`config.mk`:
```
export PLATFORM = sky130hd
export DESIGN_NAME = game_judge
export DESIGN_NICKNAME = d
export VERILOG_FILES = /design/src/rtl/ttt_pkg.sv /design/src/rtl/judge_line_mask.sv /design/src/rtl/game_judge.sv
export SDC_FILE = /design/constraint.sdc
export NUM_CORES = 1
export LEC_CHECK = 0
export CORE_MARGIN = 8
export CORE_UTILIZATION = 53
export DETAILED_ROUTE_END_ITERATION = 10
export DONT_BUFFER_PORTS = 1
export MAX_ROUTING_LAYER = met4
export PLACE_DENSITY = 0.7
export SLEW_MARGIN = 0
export SYNTH_ARGS = -nofsm -noshare
export SYNTH_HDL_FRONTEND = slang
export SYNTH_SLANG_ARGS = --single-unit
export TNS_END_PERCENT = 20
```
`constraint.sdc`:
```
create_clock -name clk -period 12.6 [get_ports clk]
set_input_delay 2.52 -clock clk [delete_from_list [all_inputs] [get_ports clk]]
set_output_delay 2.52 -clock clk [all_outputs]
set_load 0.005 [all_outputs]
```
`src/rtl/ttt_pkg.sv`:
```
// Shared types and line-geometry helpers for the tic-tac-toe judge.
// line_mask enumerates rows, then columns, then both diagonals.
package ttt_pkg;

  typedef enum logic [1:0] {
    IDLE,
    SCAN,
    COMMIT
  } judge_state_t;

  localparam int MAX_DIM   = 16;
  localparam int MAX_CELLS = MAX_DIM * MAX_DIM;

  function automatic int lines_of(input int rows,
                                  input int cols);
    return rows + cols + 2;
  endfunction

  // Wide result; callers truncate to their own CELLS.
  function automatic logic [MAX_CELLS-1:0] line_mask(
    input int idx,
    input int rows,
    input int cols
  );
    logic [MAX_CELLS-1:0] m;
    m = '0;
    for (int i = 0; i < MAX_DIM; i++) begin
      if (idx < rows) begin
        if (i < cols) m[idx*cols + i] = 1'b1;
      end else if (idx < rows + cols) begin
        if (i < rows) m[i*cols + (idx - rows)] = 1'b1;
      end else if (idx == rows + cols) begin
        if (i < rows) m[i*cols + i] = 1'b1;
      end else begin
        if (i < rows) m[i*cols + (cols - 1 - i)] = 1'b1;
      end
    end
    return m;
  endfunction

endpackage

```
`src/rtl/judge_line_mask.sv`:
```
// Combinational line index to cell mask lookup.
// Thin wrapper so the mask table can be checked on its own.
module judge_line_mask
  import ttt_pkg::*;
#(
  parameter int ROWS = 3,
  parameter int COLS = 3,
  localparam int CELLS = ROWS * COLS,
  localparam int LINES = lines_of(ROWS, COLS),
  localparam int IW    = $clog2(LINES)
) (
  input  logic [IW-1:0]    idx_i,
  output logic [CELLS-1:0] mask_o
);

  // Pick out the cells belonging to the indexed line.
  always_comb begin
    mask_o = CELLS'(line_mask(int'(idx_i), ROWS, COLS));
  end

endmodule

```
`src/rtl/game_judge.sv`:
```
// Tic-tac-toe judge: scans one line per cycle over a latched board
// and commits win/full/error flags in a single final cycle.
module game_judge
  import ttt_pkg::*;
#(
  parameter int ROWS = 3,
  parameter int COLS = 3,
  localparam int CELLS = ROWS * COLS
) (
  input  logic             clk,
  input  logic             reset_n,
  input  logic             make_judge_req,
  output logic             make_judge_ready,
  input  logic [CELLS-1:0] board_a,
  input  logic [CELLS-1:0] board_b,
  output logic             end_of_game,
  output logic             win_a,
  output logic             win_b,
  output logic             board_error
);

  localparam int LINES = lines_of(ROWS, COLS);
  localparam int IW    = $clog2(LINES);

  if (ROWS != COLS) begin : g_dim_chk
    $error("game_judge: ROWS must equal COLS");
  end

  judge_state_t     state_q, state_d;
  logic [IW-1:0]    idx_q, idx_d;
  logic             acc_a_q, acc_a_d;
  logic             acc_b_q, acc_b_d;
  logic [CELLS-1:0] la_q, la_d;
  logic [CELLS-1:0] lb_q, lb_d;
  logic             win_a_q, win_a_d;
  logic             win_b_q, win_b_d;
  logic             err_q, err_d;
  logic             eog_q, eog_d;
  logic [CELLS-1:0] mask;
  logic             full;

  judge_line_mask #(
    .ROWS (ROWS),
    .COLS (COLS)
  ) u_mask (
    .idx_i  (idx_q),
    .mask_o (mask)
  );

  assign full = &(la_q | lb_q);

  assign make_judge_ready =
    (state_q == IDLE) & ~make_judge_req & reset_n;

  assign win_a       = win_a_q;
  assign win_b       = win_b_q;
  assign board_error = err_q;
  assign end_of_game = eog_q;

  // Next-state and result logic for the scan FSM.
  always_comb begin
    state_d = state_q;
    idx_d   = idx_q;
    acc_a_d = acc_a_q;
    acc_b_d = acc_b_q;
    la_d    = la_q;
    lb_d    = lb_q;
    win_a_d = win_a_q;
    win_b_d = win_b_q;
    err_d   = err_q;
    eog_d   = eog_q;
    case (state_q)
      IDLE: begin
        if (make_judge_req) begin
          la_d    = board_a;
          lb_d    = board_b;
          idx_d   = '0;
          acc_a_d = 1'b0;
          acc_b_d = 1'b0;
          state_d = SCAN;
        end
      end
      SCAN: begin
        acc_a_d = acc_a_q | ((la_q & mask) == mask);
        acc_b_d = acc_b_q | ((lb_q & mask) == mask);
        if (idx_q == IW'(LINES - 1)) begin
          state_d = COMMIT;
        end else begin
          idx_d = idx_q + 1'b1;
        end
      end
      COMMIT: begin
        win_a_d = acc_a_q;
        win_b_d = acc_b_q;
        err_d   = |(la_q & lb_q);
        eog_d   = acc_a_q | acc_b_q | full | (|(la_q & lb_q));
        state_d = IDLE;
      end
      default: begin
        state_d = IDLE;
        acc_a_d = 1'b0;
        acc_b_d = 1'b0;
      end
    endcase
  end

  // State and result registers.
  always_ff @(posedge clk or negedge reset_n) begin
    if (!reset_n) begin
      state_q <= IDLE;
      idx_q   <= '0;
      acc_a_q <= 1'b0;
      acc_b_q <= 1'b0;
      la_q    <= '0;
      lb_q    <= '0;
      win_a_q <= 1'b0;
      win_b_q <= 1'b0;
      err_q   <= 1'b0;
      eog_q   <= 1'b0;
    end else begin
      state_q <= state_d;
      idx_q   <= idx_d;
      acc_a_q <= acc_a_d;
      acc_b_q <= acc_b_d;
      la_q    <= la_d;
      lb_q    <= lb_d;
      win_a_q <= win_a_d;
      win_b_q <= win_b_d;
      err_q   <= err_d;
      eog_q   <= eog_d;
    end
  end

endmodule

```
* After elaboration in Yosys (flattened, before gate mapping)
Index checks and enable logic that the tools add are counted.
Widths: inputs -> output; s select.
** Word-level totals
- Input port bits :: 21
- Output and inout bits :: 5
- Register bits :: 29
- Logic and storage cells :: 110
** Cells by class
- Mux-type cells :: 39
- Bitwise operators :: 17
- Equality and inequality tests :: 9
- Order comparisons :: 14
- Add/subtract/negate cells :: 6
- Multiply operators :: 1
- Reduce and logical (&&, ||, !) cells :: 14
** Operator list (count)
- $ge 32x1->1 const B :: 6
- $lt 32x10->1 const B :: 6
- $demux 1 s8 :: 6
- $or 9x9->9 :: 5
- $add 3x32->32 const A :: 1
- $add 32x2->32 const B :: 1
- $add 32x3->32 const B :: 1
- $add 4x32->32 const A :: 1
- $and 9x9->9 :: 3
- $mux 9 :: 3
- $eq 9x9->1 :: 2
- $mux 1 :: 18
- $mux 6 :: 2
- $reduce_and 9->1 :: 1
- $reduce_or 9->1 :: 1
- $mux 4 :: 2
- $logic_and 1x1->1 :: 6
- $mux 3 :: 2
- $ne 2x2->1 const B :: 3
- $pmux 1 s3 :: 2
- $pmux 3 s2 :: 1
- $reduce_and 2->1 :: 3
- $mul 3x2->5 const B :: 1
- $or 1x1->1 :: 5
- 15 further kinds :: 18

* Depth between registers and ports, before layout
Gate-level depths: netlist of the first run.
- Depth in word-level cells :: 17
- Depth in mapped cells :: 17
- Mapped depth without buffers :: 15

* Cells and area by module
From an unflattened synthesis of the first run, not the netlist that was laid out.
** Unflattened totals
- Cells, all modules :: 265
- Area total of the unflattened synthesis :: 2354.8 um2
** By module, submodules not included
- game_judge :: cells an instance 120, instances 1, seq. area each 725.7 um2, area each 1372.6 um2
- judge_line_mask :: cells an instance 145, instances 1, seq. area each 0.0 um2, area each 982.2 um2

* Worst setup path after synthesis of the first run
No wires, ideal clock.
- Path type :: input port to output port
- Start point :: input make_judge_req
- End point :: output make_judge_ready
- Stages :: 1
- Slack :: 7271 ps
- Buffers on the path :: 0
- Data arrival time :: 2809 ps
- Data required time :: 10080 ps
- Cells stage by stage :: nor4b_1
** Between the ends
- Cells in the longest elaborated chain, start to end :: 3
** RTL lines
- from (decl) :: line game_judge.sv:12 : input logic make_judge_req,
- $not 1->1 :: line game_judge.sv:53 : (state_q == IDLE) & ~make_judge_req & reset_n;
- $and 1x1->1 (2 in a row) :: line game_judge.sv:53
- to (decl) :: line game_judge.sv:13 : output logic make_judge_ready,
Every way passes these cells.

* Final worst setup path of the first run
Ends and elaborated chain as after synthesis.

==> out/results.tsv, run 1 <==
stage	metric	value	unit
sta	post-route clock period utilization	42.6	%
sta	normalized max-slew margin	52.1	%
global_route	met1 GRT Util	23.4	%
global_route	global-route track usage on met3	3.09	%
cells_and_area	Final Instance Count excl. Fillers	327	
global_route	wire length of the first global-routing pass	10.4	mm
sta	Worst Clk Skew	0.00433	ns
setup_path	Max stage delay cell, worst path	sky130_fd_sc_hd__nor4b_1	
sta	number of failing setup endpoints in the final timing report	0	
cts	Post-CTS Hold Buffers	0	
global_route	Most Crowded Layer GR	met2	
global_route	GRT Overall Usage	18.1	%
sta	Hold Vio Cnt, Final	0	
placed_design	estimated wirelength of the detail-placed design	4.61	mm
setup_path	largest fanout on the critical path	3	
cells_and_area	area added between synthesis and finish	4.32	%
setup_path	Bufs and invs on worst path	0	
cts	number of sinks handled by clock tree synthesis	29	
cts	clock input transition at the sequential cells of the worst setup and hold paths	0.06	ns
sta	time the worst path needs with I/O delays and setup	5.36	ns
cts	maximum count of clock buffers along a single path	2	
synthesis	share of async-settable or async-resettable flops after synthesis	100	%
setup_path	worst-case reg-to-reg path depth	15	
sta	Worst Tran Pin Value	0.718	ns
setup_path	critical path cell sequence	nor4b_1	
die	number of placement rows	25	
placed_design	Post-Place Cells	320	
global_route	initial antenna violation count	0	
setup_path	Worst path depth	1	
synthesis	portion of the post-synthesis area used by sequential elements	28.5	%
global_route	vias in the first global route	2092	
global_route	pin count of the biggest net entering global routing	31	
setup_path	Worst Path Required	10.08	ns
sta	RSZ-0062 raised after global routing	false	
cts	Post-CTS Setup Bufs	0	
drt	Residual DRC	0	
setup_path	worst setup path start	make_judge_req	
hold_path	worst min path class	register to register	
setup_path	endpoint of the most critical register-to-register path	acc_b_q	
status	status	completed	
cells_and_area	diode count	0	
drt	total iterations of the first detailed-routing run	5	
synthesis	Post-Synthesis Cells	279	
drt	Routed Antenna Nets	0	
setup_path	FF-to-FF Start	idx_q[0]	
synthesis	post-synthesis net count	327	
setup_path	max incr delay on CP	0.32	ns
synthesis	Mean Syn Cell Area	9.14	um^2
die	Floorplan Core Area	4690	um^2
cts	number of gates resized after cts	0	
synthesis	flop and latch count out of synthesis	29	
sta	number of slew-limit violations in the final report	0	
synthesis	number of warnings issued by yosys	0	
die	die extent in y	85.4	um
setup_path	worst-case register-to-register setup slack	7.73	ns
placed_design	count of input and output buffers	0	
cts	clock latency on the worst-skew pair	0.28	ns
drt	post-DR vias/cell	6.78	
drt	routed vias	2218	
setup_path	data arrival time of the critical path	2.84	ns
global_route	GRT Residual Overflow	0	
die	Starting Density	54.3	%
synthesis	most used flip-flop cell after synthesis	sky130_fd_sc_hd__dfrtp_1	
setup_path	capturing instance or port of the critical path	make_judge_ready	
cts	clock buffer count from CTS	5	
synthesis	count of cell types in the netlist	55	
global_route	met2 usage in global routing	27.1	%
sta	Total Neg Setup Slack	0	ns
setup_path	kind of end point of the critical path	output pin	
setup_path	kind of critical path	primary input to output pin	
placed_design	final estimated routing congestion in global placement	0.889	
cts	CTS tree	done	
cts	H-tree Lvls	2	
drt	final WL	6.12	mm
cts	buffer cell driving the clock tree root	sky130_fd_sc_hd__clkbuf_8	
setup_path	startpoint types	primary input	
setup_path	cell family contributing the most delay on the critical path	simple AND/OR/NAND/NOR gates	
cells_and_area	fill count	422	
sta	fmax	0.186	GHz
drt	First DRT Iteration DRCs	274	
synthesis	post-synthesis instance area	2550	um^2
die	full die area	7290	um^2
die	overall die width	85.4	um
cells_and_area	Total Nets Final	321	
cells_and_area	share of layout cells above drive strength 1	13.6	%
flow_run	Max-Cap Viols	0	
synthesis	number of enable-type register cells in the synthesized netlist	0	
die	IO Count	26	
drt	post-detailed-route wirelength per cell	18.7	um
## worst min-delay path by stage
stage,from,end,slack (ns),cells past startpoint
5_1_grt,acc_b_q,acc_b_q,0.55,2
6_report,acc_a_q,acc_a_q,0.51,2
3_5_place_dp,acc_a_q,acc_a_q,0.51,2
4_1_cts,acc_a_q,acc_a_q,0.52,2
2_1_floorplan,board_error,board_error,0.47,2
3_3_place_gp,acc_a_q,acc_a_q,0.51,2
## cells in the mapped netlist (5+ instances only)
| master | count | area (um^2) |
|---|---|---|
| sky130_fd_sc_hd__nor3_1 | 10 | 50.1 |
| sky130_fd_sc_hd__nand2b_1 | 5 | 31.3 |
| sky130_fd_sc_hd__nor2_1 | 12 | 45.0 |
| sky130_fd_sc_hd__xnor2_1 | 5 | 43.8 |
| sky130_fd_sc_hd__dfrtp_1 | 29 | 726 |
| sky130_fd_sc_hd__nand3_1 | 15 | 75.1 |
| sky130_fd_sc_hd__o22ai_1 | 6 | 37.5 |
| sky130_fd_sc_hd__ha_1 | 26 | 325 |
| sky130_fd_sc_hd__o32ai_1 | 5 | 43.8 |
| sky130_fd_sc_hd__mux2_2 | 20 | 225 |
| sky130_fd_sc_hd__and2_1 | 5 | 31.3 |
| sky130_fd_sc_hd__nand2_1 | 23 | 86.3 |
| sky130_fd_sc_hd__inv_1 | 12 | 45.0 |
| sky130_fd_sc_hd__clkbuf_1 | 13 | 48.8 |
| sky130_fd_sc_hd__o21ai_0 | 12 | 60.1 |
| sky130_fd_sc_hd__a21oi_1 | 10 | 50.1 |
## logic make-up (layout without fill, tap and decap cells)
family                     count (synthesis)  in the layout  synth area share (%)
AOI/OAI and AO/OA                         77             77                  22.6
xor gates and xnor gates                   6              6                  2.80
adders and majority gates                 27             27                  13.5
buffers and inverters                     26             20                  3.97
DFF                                       29             29                  28.5
muxes                                     20             20                  8.83
and+or+nand+nor                           94             94                  19.8
## state kept, by name (all words and copies together) (netlist names)
register	count
end_of_game	1
la_q	9
idx_q	3
lb_q	9
board_error	1
acc_b_q	1
win_b	1
acc_a_q	1
win_a	1
state_q	2
## final cells by class
type | instances | area [um^2] | area share, %
flip-flops and latches | 29 | 726 | 27.3
repair buffers | 1 | 7.51 | 0.282
clock buffers | 7 | 86.3 | 3.25
inverters | 12 | 45.0 | 1.69
well taps | 54 | 67.6 | 2.54
multi-input cells | 224 | 1730 | 65.0
## layout by cell type (no fill, tap or decap), types with 3 or more instances in the layout
cell,count
sky130_fd_sc_hd__dfrtp_1,29
sky130_fd_sc_hd__ha_1,26
sky130_fd_sc_hd__nand2_1,23
sky130_fd_sc_hd__mux2_2,20
sky130_fd_sc_hd__nand3_1,15
sky130_fd_sc_hd__inv_1,12
sky130_fd_sc_hd__nor2_1,12
sky130_fd_sc_hd__o21ai_0,12
sky130_fd_sc_hd__a21oi_1,10
sky130_fd_sc_hd__nor3_1,10
sky130_fd_sc_hd__o22ai_1,6
sky130_fd_sc_hd__clkbuf_8,6
sky130_fd_sc_hd__nand2b_1,5
sky130_fd_sc_hd__xnor2_1,5
sky130_fd_sc_hd__o32ai_1,5
sky130_fd_sc_hd__and2_1,5
sky130_fd_sc_hd__a22oi_1,4
sky130_fd_sc_hd__nor4b_1,3
sky130_fd_sc_hd__nor3b_1,3
sky130_fd_sc_hd__o211ai_1,3
sky130_fd_sc_hd__o311ai_0,3
sky130_fd_sc_hd__o221ai_1,3
sky130_fd_sc_hd__o2bb2ai_1,3
## tightest hold or removal path, cell delays in order (launching register included)
cell and delay, ns:
sky130_fd_sc_hd__dfrtp_1 0.36, sky130_fd_sc_hd__nand2_1 0.07, sky130_fd_sc_hd__o31ai_2 0.05
## routing by layer
metal  wire [um]  up-vias
met2        2810      127
li1            -     1053
met5           0        -
met4         138        0
met3         496       14
met1        2680     1024
## metrics by stage
step	hold WS (ns)	utilization (%)	area [um^2]	setup WS [ns]
after floorplan	0.473	-	2550	7.27
after global placement	0.506	54.9	2570	7.22
after detailed placement	0.511	54.9	2570	7.22
after CTS	0.523	56.7	2660	7.23
after global routing	0.548	56.7	2660	7.20
final	0.513	56.7	2660	7.24
Power of run 1 is left out: the tool's default activity adds up to more than one toggle a clock period on the data nets, which glitch-free logic cannot reach.
==> run 2: changes to the inputs <==
==> constraint.sdc (replaced) <==
create_clock -name clk -period 5.3 [get_ports clk]
set_input_delay 1.06 -clock clk [delete_from_list [all_inputs] [get_ports clk]]
set_output_delay 1.06 -clock clk [all_outputs]
set_load 0.005 [all_outputs]
==> run 2 against run 1 <==
- register-to-register slack lost 6.8 ns
- first-iteration DRC count increased by 5.5%
- non-clock buffer count increased by 1
- core utilization is 0.080 points higher
- design area increased by 0.14%
- clock-buffer cell count fell by 1
==> out/results.tsv, run 2 (synthesis results as in run 1) <==
stage	metric	value	unit
status	status	completed	
drt	Routed Antenna Nets	0	
die	number of placement rows	25	
cts	number of sinks handled by clock tree synthesis	29	
die	Floorplan Core Area	4690	um^2
cells_and_area	area added between synthesis and finish	4.46	%
die	overall die width	85.4	um
cts	clock input transition at the sequential cells of the worst setup and hold paths	0.07	ns
global_route	GRT Residual Overflow	0	
setup_path	FF-to-FF Start	idx_q[1]	
cells_and_area	commonest cells after routing, fill and taps aside	sky130_fd_sc_hd__dfrtp_1, sky130_fd_sc_hd__ha_1, sky130_fd_sc_hd__nand2_1, sky130_fd_sc_hd__mux2_2, sky130_fd_sc_hd__nand3_1	
drt	final WL	6.26	mm
setup_path	worst-case reg-to-reg path depth	15	
placed_design	count of input and output buffers	0	
cts	CTS tree	done	
sta	normalized max-slew margin	60.2	%
drt	post-detailed-route wirelength per cell	19.0	um
sta	Worst Tran Pin Value	0.597	ns
setup_path	critical path cell sequence	ha_1, inv_1, ha_1, inv_1, ha_1, a21oi_1, nand2b_1, ha_1, nor4bb_1, nand3_1, o22ai_1, a311oi_1, o32ai_1, or4_1, o31ai_2	
sta	Total Neg Setup Slack	0	ns
sta	fmax	0.230	GHz
cells_and_area	Top Registers	la_q x9, lb_q x9, idx_q x3	
setup_path	Worst path most repeated cell	sky130_fd_sc_hd__ha_1	
drt	post-DR vias/cell	6.94	
placed_design	post-detailed-placement cell area	2580	um^2
sta	RSZ-0062 raised after global routing	false	
drt	Residual DRC	0	
hold_path	worst min path class	primary input to asynchronous set/reset pin	
setup_path	max incr delay on CP	0.57	ns
cts	buffer cell driving the clock tree root	sky130_fd_sc_hd__clkbuf_8	
global_route	vias in the first global route	2192	
cells_and_area	diode count	0	
cells_and_area	fill count	423	
setup_path	kind of critical path	register to register	
cells_and_area	Total Nets Final	322	
cells_and_area	Post-Route Utilization	56.8	%
global_route	GRT Overall Usage	18.6	%
sta	number of failing setup endpoints in the final timing report	0	
die	die extent in y	85.4	um
cells_and_area	final std cell area, no fill	2660	um^2
cts	Post-CTS Hold Buffers	0	
flow_run	Max-Cap Viols	0	
drt	total iterations of the first detailed-routing run	5	
cts	clock latency on the worst-skew pair	0.28	ns
cts	number of gates resized after cts	0	
setup_path	largest fanout on the critical path	14	
setup_path	startpoint types	register	
setup_path	endpoint of the most critical register-to-register path	acc_a_q	
drt	First DRT Iteration DRCs	289	
setup_path	Worst Path Required	5.49	ns
placed_design	final estimated routing congestion in global placement	0.961	
sta	Hold Vio Cnt, Final	0	
sta	time the worst path needs with I/O delays and setup	4.36	ns
global_route	initial antenna violation count	0	
setup_path	kind of end point of the critical path	register	
cells_and_area	most common cell after layout, fill and taps aside	sky130_fd_sc_hd__dfrtp_1	
die	IO Count	26	
cts	maximum count of clock buffers along a single path	2	
setup_path	worst-case register-to-register setup slack	0.94	ns
cts	clock buffer count from CTS	5	
sta	post-route clock period utilization	82.2	%
die	Starting Density	54.3	%
setup_path	Max stage delay cell, worst path	sky130_fd_sc_hd__ha_1	
global_route	wire length of the first global-routing pass	10.6	mm
die	full die area	7290	um^2
setup_path	data arrival time of the critical path	4.54	ns
drt	routed vias	2282	
placed_design	estimated wirelength of the detail-placed design	4.73	mm
sta	number of slew-limit violations in the final report	0	
cts	H-tree Lvls	2	
global_route	pin count of the biggest net entering global routing	31	
cells_and_area	share of layout cells above drive strength 1	14.2	%
sta	Worst Clk Skew	0.0113	ns
cts	Post-CTS Setup Bufs	0	
==> run 2: worst max path at each step <==
stage,slack [ns],cells after the start,to,start
after detailed placement,1.01,15,acc_a_q,idx_q[1]
after floorplan,1.32,17,acc_a_q,idx_q[0]
after CTS,0.98,15,acc_a_q,idx_q[1]
final,0.94,15,acc_a_q,idx_q[1]
after global routing,0.54,15,acc_a_q,idx_q[1]
after global placement,1.17,15,acc_a_q,idx_q[0]
==> run 2: layout make-up <==
type | instances | area (um^2) | share of cell area [%]
Timing Repair Buffer | 2 | 15.0 | 0.564
Multi-Input combinational cell | 224 | 1730 | 64.9
Clock inverter | 2 | 10.0 | 0.376
Sequential cell | 29 | 726 | 27.2
Tap cell | 54 | 67.6 | 2.54
Inverter | 12 | 45.0 | 1.69
Clock buffer | 6 | 72.6 | 2.72
==> run 2: critical path: cells and delay by family (launching register included) <==
kind	cells	cell delay, ns
compound gates	5	1.08
buf+inv	2	0.26
simple gates	4	0.94
fa+ha+maj	4	1.45
flops	1	0.54
==> run 2: stage by stage <==
| stage | cells | setup slack [ns] | hold slack, ns |
|---|---|---|---|
| 6_report | 329 | 0.945 | 0.463 |
| 5_1_grt | 329 | 0.536 | 0.448 |
| 4_1_cts | 329 | 0.985 | 0.459 |
| 3_5_place_dp | 321 | 1.01 | 0.510 |
| 3_3_place_gp | 321 | 1.17 | 0.506 |
| 2_1_floorplan | 279 | 1.32 | 0.473 |
==> run 2: routing by layer <==
layer	GRT usage [%]	routed length (um)
met4	6.69	143
met2	30.2	2970
met5	-	0
met3	4.05	474
met1	22.1	2680
Power of run 2 is left out for the same reason.
